### src/rtl/paddle_pkg.sv
// Shared types and constants for the paddle motion controller.
package paddle_pkg;

   localparam int unsigned COORD_W = 10;
   localparam int unsigned STEP_W  = 4;

   typedef enum logic [1:0] {
      HOLD   = 2'b00,
      UP     = 2'b01,
      DOWN   = 2'b10,
      FROZEN = 2'b11
   } paddle_state_t;

   localparam logic [7:0] KEY_W    = 8'h1A;
   localparam logic [7:0] KEY_S    = 8'h16;
   localparam logic [7:0] KEY_UP   = 8'h52;
   localparam logic [7:0] KEY_DOWN = 8'h51;

endpackage

### src/rtl/paddle_ctrl_speed_ramp.sv
// Per-frame step/cnt speed ramp for paddle movement (built only with PADDLE_ACCEL_EN).
module paddle_speed_ramp
   import paddle_pkg::*;
#(
   parameter int unsigned BASE_STEP    = 2,
   parameter int unsigned MAX_STEP     = 8,
   parameter int unsigned ACCEL_FRAMES = 4
) (
   input  logic              frame_clk,
   input  logic              Reset,
   input  logic              restart,
   input  logic              advance,
   input  logic              clear,
   output logic [STEP_W-1:0] step_n
);

   localparam int unsigned CNT_W = $clog2(ACCEL_FRAMES + 1);

   logic [STEP_W-1:0] step;
   logic [CNT_W-1:0]  cnt, cnt_n, cnt_inc;

   // Next step/cnt: restart at base, otherwise bump the step every ACCEL_FRAMES frames.
   always_comb begin
      step_n  = STEP_W'(BASE_STEP);
      cnt_n   = '0;
      cnt_inc = cnt + 1'b1;
      if (!restart && advance) begin
         if (cnt_inc == CNT_W'(ACCEL_FRAMES)) begin
            cnt_n  = '0;
            step_n = (step >= STEP_W'(MAX_STEP)) ? STEP_W'(MAX_STEP) : step + 1'b1;
         end else begin
            cnt_n  = cnt_inc;
            step_n = step;
         end
      end
   end

   // Ramp registers; a clamped move drops the ramp back to base speed.
   always_ff @(posedge frame_clk or posedge Reset) begin
      if (Reset) begin
         step <= STEP_W'(BASE_STEP);
         cnt  <= '0;
      end else if (clear) begin
         step <= STEP_W'(BASE_STEP);
         cnt  <= '0;
      end else begin
         step <= step_n;
         cnt  <= cnt_n;
      end
   end

endmodule

### src/rtl/paddle_ctrl.sv
// Per-player paddle motion controller: key decode, direction FSM, clamped movement.
// Optional speed ramp enabled by defining PADDLE_ACCEL_EN.
module paddle_ctrl
   import paddle_pkg::*;
#(
   parameter int unsigned X_POS        = 20,
   parameter int unsigned Y_CENTER     = 240,
   parameter int unsigned HALF_HEIGHT  = 32,
   parameter int unsigned Y_MIN        = 0,
   parameter int unsigned Y_MAX        = 479,
   parameter logic [7:0]  UP_KEY       = KEY_W,
   parameter logic [7:0]  DOWN_KEY     = KEY_S,
   parameter int unsigned BASE_STEP    = 2,
   parameter int unsigned MAX_STEP     = 8,
   parameter int unsigned ACCEL_FRAMES = 4
) (
   input  logic                frame_clk,
   input  logic                Reset,
   input  logic [7:0]          keycode0,
   input  logic [7:0]          keycode1,
   input  logic                game_over,
   output logic [COORD_W-1:0]  PaddleX,
   output logic [COORD_W-1:0]  PaddleY,
   output logic [COORD_W-1:0]  PaddleS,
   output logic [1:0]          Paddle_Dir
);

   localparam logic signed [COORD_W:0] Y_LO = (COORD_W+1)'(Y_MIN + HALF_HEIGHT);
   localparam logic signed [COORD_W:0] Y_HI = (COORD_W+1)'(Y_MAX - HALF_HEIGHT);

   paddle_state_t         state, state_n;
   logic [COORD_W-1:0]    y_n;
   logic [STEP_W-1:0]     step_n;
   logic                  clamp;
   logic                  up, down;
   logic signed [COORD_W:0] y_s, y_up, y_dn;

   assign PaddleX    = COORD_W'(X_POS);
   assign PaddleS    = COORD_W'(HALF_HEIGHT);
   assign Paddle_Dir = state;

   assign up   = (keycode0 == UP_KEY)   | (keycode1 == UP_KEY);
   assign down = (keycode0 == DOWN_KEY) | (keycode1 == DOWN_KEY);

   // Direction FSM next state: freeze wins, one HOLD frame after unfreeze.
   always_comb begin
      state_n = state;
      if (game_over)
         state_n = FROZEN;
      else if (state == FROZEN)
         state_n = HOLD;
      else if (up && !down)
         state_n = UP;
      else if (down && !up)
         state_n = DOWN;
      else
         state_n = HOLD;
   end

`ifdef PADDLE_ACCEL_EN
   logic advance, restart;

   assign advance = (state_n == state) && ((state_n == UP) || (state_n == DOWN));
   assign restart = !advance;

   paddle_speed_ramp #(
      .BASE_STEP    (BASE_STEP),
      .MAX_STEP     (MAX_STEP),
      .ACCEL_FRAMES (ACCEL_FRAMES)
   ) u_ramp (
      .frame_clk (frame_clk),
      .Reset     (Reset),
      .restart   (restart),
      .advance   (advance),
      .clear     (clamp),
      .step_n    (step_n)
   );
`else
   logic unused_clamp;

   assign step_n       = STEP_W'(BASE_STEP);
   assign unused_clamp = clamp;
`endif

   // Next paddle centre with clamping to the screen limits; no wraparound.
   always_comb begin
      y_n   = PaddleY;
      clamp = 1'b0;
      y_s   = signed'({1'b0, PaddleY});
      y_up  = y_s - signed'((COORD_W+1)'(step_n));
      y_dn  = y_s + signed'((COORD_W+1)'(step_n));
      case (state_n)
         UP: begin
            if (y_up < Y_LO) begin
               y_n   = COORD_W'(Y_LO);
               clamp = 1'b1;
            end else begin
               y_n = COORD_W'(y_up);
            end
         end
         DOWN: begin
            if (y_dn > Y_HI) begin
               y_n   = COORD_W'(Y_HI);
               clamp = 1'b1;
            end else begin
               y_n = COORD_W'(y_dn);
            end
         end
         FROZEN:  y_n = COORD_W'(Y_CENTER);
         default: y_n = PaddleY;
      endcase
   end

   // State and position registers.
   always_ff @(posedge frame_clk or posedge Reset) begin
      if (Reset) begin
         state   <= HOLD;
         PaddleY <= COORD_W'(Y_CENTER);
      end else begin
         state   <= state_n;
         PaddleY <= y_n;
      end
   end

endmodule

### config.mk
export PLATFORM = sky130hd
export DESIGN_NAME = paddle_ctrl
export DESIGN_NICKNAME = d
export VERILOG_FILES = /design/src/rtl/paddle_pkg.sv /design/src/rtl/paddle_ctrl_speed_ramp.sv /design/src/rtl/paddle_ctrl.sv
export SDC_FILE = /design/constraint.sdc
export NUM_CORES = 1
export LEC_CHECK = 0
export BUFFER_PORTS_ARGS = -buffer_cell sky130_fd_sc_hd__buf_4
export CAP_MARGIN = 20
export CORE_ASPECT_RATIO = 2
export CORE_UTILIZATION = 30
export DETAILED_ROUTE_END_ITERATION = 12
export GPL_TIMING_DRIVEN = 0
export PLACE_DENSITY = 0.49
export SLEW_MARGIN = 0
export SYNTH_ARGS = -nofsm -noshare
export SYNTH_HDL_FRONTEND = slang
export SYNTH_SLANG_ARGS = --single-unit
### constraint.sdc
create_clock -name frame_clk -period 5.5 [get_ports frame_clk]
set_input_delay 0.55 -clock frame_clk [delete_from_list [all_inputs] [get_ports frame_clk]]
set_output_delay 0.55 -clock frame_clk [all_outputs]
set_load 0.1 [all_outputs]
==> metrics.cfg, run 1 <==
[finish]
layout.cells.non_filler = 297
fin_util = 0.405
layout-drive-gt1-share = 0.298
antenna_cells = 0
nNetsFinal = 265
area_delta_synth_final_pct = 27.5
fill_cells = 513
final_area_um2 = 1900

[place]
place_ws_ns = 2.50
numPortBuffers = 29
place_area_um2 = 1840
dp_hpwl_um = 3510
globalplace.congestion = 0.829
place_inst = 293

[setup_path]
arrival_ns = 3.09
cp_max_fo = 10
worstSetupStartpointType = flop
crit_buf_inv = 1
worstSetupPathType = reg2reg
slowest_delay_ns = 0.58
cp_common_cell = a21oi_1
critPathTopFamily = compound AO/OA/AOI/OAI gates
cpMaxStageDelayCell = a21oi_1
crit_chain = buf_2, nand4_1, o32a_1, o22a_1, o21bai_1, a21oi_1, a21oi_1, o2111ai_1
end_kind = flop
cp.required_ns = 5.67

[floorplanning]
row_count = 35
io_pins = 51
die_w_um = 51.8
core_um2 = 4690
dieArea_um2 = 5270
start_util = 0.318
die_y_um = 102

[yosys]
synth-main-ff-cell = dfrtp_1
synth_warnings = 0
synth.avg_cell_area_um2 = 7.80
async_reset_ff_frac = 1.00
seq_area_frac_synth = 0.205
syn_inst = 191
synth-xor-area-share = 0.0471
synth_compound_area_frac = 0.234
synth_top_family_by_area = simple AND/OR/NAND/NOR gates
synth.distinct_cells = 63
synth_mux_area_frac = 0.00672
synthesis.area_um2 = 1490
ys_ff_latch = 12
synthAdderAreaFrac = 0.0252
synth_edf_count = 0
yosys.area_share.simple = 0.308

[clock_network]
cts_buffers = 3
cts_setup_buffers = 0
cts.sinks = 12
cts_resized = 0
cts_tree = built
htreeDepth = 1
cts.reportedPaths.clkPinSlew_ns = 0.07
insertion_delay_ns = 0.26
hold_buffers = 0
root_buffer = clkbuf_8
cts_max_path_buffers = 2

[sta]
final.min_clock_period_ns = 2.92
drv_slew = 0
setup_tns_ns = 0
fmax_ghz = 0.343
max_slew_margin = 0.428
rsz0062_at_grt = no
skew_ns = 0.00940
fin_crit_sh = 0.531
setup_ws_ns = 2.58
timing.final.setup_violations = 0
worst_slew_pin_slew_ns = 0.850
finalHoldViolCount = 0

[global_route]
grt_pass1_wl_um = 7090
grt_busiest_layer = met2
antenna_found_initial = 0
overflow = 0
grt_pass1_vias = 1547
grt_util_met3 = 0.0135
grt_max_degree = 13
track_usage = 0.181
met1_usage = 0.157
use_met2 = 0.373

[flow_run]
drv_cap = 0

[min_path]
hp-class = in2async

[drt]
via_count = 1543
firstDrtPassIters = 4
via_per_inst = 5.20
drc = 0
drtAntennaViolNets = 0
wl_per_cell_um = 14.6
first_iter_violations = 78
route.final.wire_length_um = 4350

[pwr]
ir_drop_v = 0.000142
power.density_nw_per_um2 = 276
p_leak_nw = 0.878

[run_status]
outcome = complete, no violations

## flip-flops by register name (all words and copies together) (netlist names)
| signal | cells |
|---|---|
| PaddleY | 10 |
| Paddle_Dir | 2 |
## final cells by class
| type | count | area [um2] | share of cell area |
|---|---|---|---|
| inverter | 9 | 33.8 | 0.0178 |
| timing repair buffer | 29 | 218 | 0.115 |
| sequential | 12 | 305 | 0.161 |
| tap | 55 | 68.8 | 0.0363 |
| buffer | 33 | 218 | 0.115 |
| clock buffer | 4 | 55.1 | 0.0290 |
| multi-input combinational | 155 | 1000 | 0.527 |
## worst register-to-register path: cells and delay by family (launching register included)
kind	cells	cell delay, ns
flops	1	0.52
buf+inv	1	0.22
simple gates	1	0.33
compound gates	6	1.78
## final timing paths
kind	start	to	slack [ns]	cells past startpoint
max in group asynchronous	Reset	PaddleY[5]	4.80	2
worst max register to register	PaddleY[4]	PaddleY[4]	2.58	8
worst min register to register	PaddleY[0]	PaddleY[0]	0.55	2
worst min-delay path	Reset	PaddleY[1]	0.33	2
worst max-delay path	PaddleY[4]	PaddleY[4]	2.58	8
min in group frame_clk	PaddleY[0]	PaddleY[0]	0.55	2
## metrics by stage
stage                     power (W)  hold slack (ns)
after floorplan            0.000355            0.412
final                      0.000524            0.326
after CTS                  0.000521            0.359
after global placement     0.000417            0.539
after global routing       0.000549            0.396
after detailed placement   0.000417            0.550
## cells in the final DEF (no fill, tap or decap), types with 3 or more instances in the layout
cell      count
nor3_1        6
buf_1         3
buf_4        49
o21ai_1       3
ha_1          3
buf_2         3
clkbuf_8      4
inv_1         9
xor2_1        4
nor2_1       17
dfstp_2       4
nor2b_1       5
xnor2_1       4
nand2_1      12
or3_1         3
clkbuf_1      5
conb_1       20
a21oi_1       7
o22ai_1       3
o21ai_0       6
dfrtp_1       8
a31oi_1       4
nand3_1       7
## power by group
group	internal (W)	switching, W	leakage [nW]	total, W
registers	0.0000990	0.0000140	0.144	0.000113
logic	0.0000777	0.000227	0.704	0.000305
clock network	0.0000636	0.0000428	0.0288	0.000106
total	0.000240	0.000284	0.878	0.000524
## cell families (layout without fill, tap and decap cells)
kind of cell,count (synthesis),in the layout
XOR/XNOR,8,8
other,2,20
AND/OR/NAND/NOR,75,75
adder cells (fa/ha/maj),3,3
multiplexers,1,1
flip-flops,12,12
buffers and inverters,42,75
AO/OA/AOI/OAI,48,48
## synth_stat cells (3+ instances only)
cell type	number	area share
o22ai_1	3	0.013
o21ai_0	6	0.020
ha_1	3	0.025
buf_1	3	0.0076
nor2b_1	5	0.021
nor3_1	6	0.020
or3_1	3	0.013
nand3_1	7	0.024
clkbuf_1	5	0.013
dfstp_2	4	0.071
xnor2_1	4	0.024
xor2_1	4	0.024
nor2_1	17	0.043
o21ai_1	3	0.010
a21oi_1	7	0.024
buf_2	3	0.010
inv_1	9	0.023
buf_4	20	0.10
nand2_1	12	0.030
a31oi_1	4	0.017
dfrtp_1	8	0.13
## per-layer routing
layer,up-vias,part of all wire
met5,-,0
met4,0,0.038
met3,15,0.039
met2,65,0.60
met1,712,0.32
li1,751,-
(Power assumes the default switching activity.)
==> run 2, diff against run 1 <==
clock period = 2.81 ns   (was 5.5 ns; I/O delays follow)
==> run 2 against run 1 <==
Against the previous run: clock power grew 90%; wire length shrank 3.4%; sequential power grew 97%; critical endpoint is now PaddleY[7]; core utilization grew 0.32 points; clock skew shrank 0.00078 ns; via count shrank 1.6%; register-to-register slack lost 2.4 ns; clock-buffer cell count is the same.
==> metrics.cfg, run 2 (synthesis gave the netlist of run 1 again) <==
[setup_path]
cp.depth = 8
crit_chain = buf_2, nand4_1, o32a_1, o22a_1, o21bai_1, a21oi_4, nor2_1, o211ai_1
r2r_cells = 8
cp_max_fo = 10
critPathTopFamily = compound AO/OA/AOI/OAI gates
worstSetupPathType = reg2reg
worstSetupStartpointType = flop
crit_buf_inv = 1
cp.required_ns = 2.97
r2r-start = PaddleY[4]
slowest_delay_ns = 0.53
arrival_ns = 2.79
cp-startpoint = PaddleY[4]
cpMaxStageDelayCell = dfstp_2
end_kind = flop

[pwr]
p_sw_frac = 0.535
power.switching_w = 0.000548
p_comb_frac = 0.585
p_leak_nw = 0.876
intPower_w = 0.000476
power.density_nw_per_um2 = 535
p_seq_frac = 0.218
power_w = 0.00102
ir_drop_v = 0.000300
clkPwrFrac = 0.196

[drt]
first_iter_violations = 40
via_per_inst = 5.13
wl_per_cell_um = 14.2
drtAntennaViolNets = 0
drc = 0
firstDrtPassIters = 4
route.final.wire_length_um = 4200
via_count = 1519

[finish]
area_delta_synth_final_pct = 28.5
nNetsFinal = 264
final_common_cell = buf_4
regMostFlops = PaddleY
layout_common_cells = buf_4, conb_1, nor2_1
layout.cells.non_filler = 296
antenna_cells = 0
largest_reg_flops = 10
fill_cells = 512
layout-drive-gt1-share = 0.315

[sta]
drv_slew = 0
skew_ns = 0.00862
timing.final.setup_violations = 0
fin_crit_sh = 0.939
finalHoldViolCount = 0
fmax_ghz = 0.379
max_slew_margin = 0.472
rsz0062_at_grt = no
final.min_clock_period_ns = 2.64
worst_slew_pin_slew_ns = 0.785
whs_ns = 0.0595

[run_status]
outcome = complete, no violations

[floorplanning]
dieArea_um2 = 5270
die_y_um = 102
core_um2 = 4690
io_pins = 51
row_count = 35
die_w_um = 51.8
start_util = 0.318

[clock_network]
cts.reportedPaths.clkPinSlew_ns = 0.07
htreeDepth = 1
cts_buffers = 3
root_buffer = clkbuf_8
cts_setup_buffers = 0
cts.sinks = 12
cts_max_path_buffers = 2
insertion_delay_ns = 0.25
cts_tree = built

[global_route]
overflow = 0
track_usage = 0.178
grt_pass1_vias = 1481
antenna_found_initial = 0
grt_pass1_wl_um = 6810
grt_max_degree = 13

[place]
dp_hpwl_um = 3390
globalplace.congestion = 0.827
place_inst = 293
numPortBuffers = 29

[flow_run]
drv_cap = 0

[min_path]
hp-class = in2async

run 2: area by class of cell:
| cell class | instances | area, um2 | area share |
|---|---|---|---|
| timing repair buffer | 29 | 218 | 0.114 |
| multi-input combinational | 155 | 1020 | 0.531 |
| clock buffer | 4 | 55.1 | 0.0288 |
| buffer | 32 | 214 | 0.112 |
| inverter | 9 | 33.8 | 0.0177 |
| tap | 55 | 68.8 | 0.0360 |
| sequential | 12 | 308 | 0.161 |
run 2: through the flow:
| step | setup TNS (ns) | utilization | instance area (um2) | setup slack, ns |
|---|---|---|---|---|
| after global routing | 0 | 0.408 | 1910 | 0.0573 |
| after global placement | -0.223 | 0.394 | 1850 | -0.0991 |
| after CTS | 0 | 0.406 | 1900 | 0.0851 |
| final | 0 | 0.408 | 1910 | 0.172 |
| after floorplan | 0 | - | 1560 | 0.0653 |
| after detailed placement | -0.139 | 0.394 | 1850 | -0.0821 |
run 2: final timing paths:
path	endpoint	slack (ns)
worst max-delay path	PaddleY[7]	0.17
worst min-delay path	PaddleY[3]	0.06
worst max register to register	PaddleY[7]	0.17
worst min register to register	PaddleY[0]	0.55
max in group asynchronous	PaddleY[1]	2.37
min in group frame_clk	Paddle_Dir[0]	0.45
run 2: power by group through the flow:
stage          registers [W]  clock network [W]  logic [W]
3_5_place_dp        0.000226                  0   0.000592
2_1_floorplan       0.000365                  0   0.000333
3_3_place_gp        0.000226                  0   0.000594
4_1_cts             0.000223           0.000203   0.000595
5_1_grt             0.000226           0.000211   0.000636
6_report            0.000223           0.000201   0.000600
run 2: what timing repair did:
item / 4_1_cts / 5_1_grt
pin swaps: 0 / 1
hold buffers: 0 / 0
setup endpoints to repair: 4 / 7
resized for setup: 1 / 2
cloned: 0 / 0
run 2: per-layer routing:
layer	GRT usage	part of all wire	wire length, um	vias up
li1	-	-	-	747
met1	0.171	0.34	1420	707
met2	0.347	0.59	2460	50
met3	0.0150	0.033	137	15
met4	0.102	0.044	183	0
met5	0	0	0	-
==> run 3, diff against run 2 <==
CORE_UTILIZATION = 25   (was 30)
PLACE_DENSITY = 0.43   (was 0.49)
==> run 3 against run 2 <==
Against the previous run: sequential power hardly changed; die area is 19% higher; worst setup slack worse by 0.0051 ns; clock skew is 0.0029 ns lower; largest cell class unchanged; via count is 0.20% lower; flip-flop and latch count stayed put.
==> metrics.cfg, run 3 (synthesis gave the netlist of run 1 again) <==
[run_status]
outcome = complete, no violations

[pwr]
power.density_nw_per_um2 = 581
ir_drop_v = 0.000406
power_w = 0.00114
p_leak_nw = 0.892

[setup_path]
slowest_delay_ns = 0.52
cp.required_ns = 2.96
cpMaxStageDelayCell = dfstp_2
r2r-start = PaddleY[4]
end_kind = flop
cp-startpoint = PaddleY[4]
crit_chain = buf_2, nand4_1, o32a_1, o22a_1, o21bai_1, a21oi_4, nor2_1, o211ai_1
worstSetupStartpointType = flop
worstSetupPathType = reg2reg
cp_max_fo = 10
arrival_ns = 2.80

[sta]
fmax_ghz = 0.378
finalHoldViolCount = 0
max_slew_margin = 0.420
whs_ns = 0.0825
rsz0062_at_grt = no
timing.final.setup_violations = 0
drv_slew = 0
worst_slew_pin_slew_ns = 0.863
fin_crit_sh = 0.941
final.min_clock_period_ns = 2.64
skew_ns = 0.00572
setup_tns_ns = 0

[floorplanning]
row_count = 39
io_pins = 51
core_um2 = 5710
die_w_um = 56.6
dieArea_um2 = 6290
die_y_um = 111
start_util = 0.261

[clock_network]
cts_setup_buffers = 0
cts.sinks = 12
cts_buffers = 3
cts_max_path_buffers = 2
hold_buffers = 0
htreeDepth = 1
insertion_delay_ns = 0.25
cts_tree = built
root_buffer = clkbuf_16
cts.reportedPaths.clkPinSlew_ns = 0.05

[place]
place_area_um2 = 1850
dp_hpwl_um = 3650
globalplace.congestion = 0.822
numPortBuffers = 29

[drt]
via_per_inst = 5.02
firstDrtPassIters = 4
wl_per_cell_um = 14.9
route.final.wire_length_um = 4510
via_count = 1516
drc = 0
drtAntennaViolNets = 0
first_iter_violations = 29

[finish]
layout-drive-gt1-share = 0.315
antenna_cells = 0
area_delta_synth_final_pct = 31.3
final_common_cell = buf_4
final_area_um2 = 1950
layout_common_cells = buf_4, conb_1, nor2_1
regMostFlops = PaddleY
nNetsFinal = 264
multi_input_area_um2 = 1020
largest_reg_flops = 10
fill_cells = 622
seq_area_um2 = 308

[flow_run]
drv_cap = 0

[global_route]
grt_util_met3 = 0.0187
antenna_found_initial = 0
met1_usage = 0.136
grt_pass1_vias = 1445
overflow = 0
grt_max_degree = 13
use_met2 = 0.286
grt_busiest_layer = met2
track_usage = 0.147
grt_pass1_wl_um = 7060

[min_path]
hp-class = in2async

run 3: timing repair:
action / CTS / global route
pin swaps: 0 / 1
endpoints found under the hold margin: 0 / 0
endpoints found under the setup margin: 7 / 7
resized for setup: 1 / 2
run 3: area by class of cell:
type	count	area share
inverter	9	0.0173
multi-input combinational	155	0.520
clock buffer	4	0.0455
timing repair buffer	29	0.111
buffer	32	0.109
tap	61	0.0391
sequential	12	0.157
run 3: routing by layer:
metal	vias to the layer above	wire length, um
met1	689	1510
met2	60	2600
met3	17	189
met5	-	0
li1	750	-
met4	0	216
run 3: final timing paths:
| check | end | slack (ns) | cells after the start |
|---|---|---|---|
| min in group frame_clk | Paddle_Dir[0] | 0.44 | 3 |
| worst max register to register | PaddleY[7] | 0.17 | 8 |
| worst min-delay path | PaddleY[3] | 0.08 | 2 |
| worst min register to register | PaddleY[0] | 0.56 | 2 |
| max in group asynchronous | PaddleY[1] | 2.33 | 2 |
| worst max-delay path | PaddleY[7] | 0.17 | 8 |
run 3: report_power, final:
part           switching, W  internal, W  leakage [nW]
sequential        0.0000272     0.000196         0.142
clock             0.0000911     0.000216        0.0442
combinational      0.000449     0.000156         0.706
total              0.000567     0.000568         0.892
run 3: worst max-delay path, delay by kind of cell (launching register included):
kind            cells  cell delay, ns
compound gates      5            1.36
flops               1            0.52
simple gates        2            0.43
buf+inv             1            0.22
run 3: per-stage QoR:
step	setup slack, ns	utilization	cells
CTS	0.0490	0.341	303
global route	0.0688	0.342	302
detailed placement	-0.163	0.325	299
floorplan	0.0653	-	209
global placement	-0.141	0.325	299
finish	0.166	0.342	302
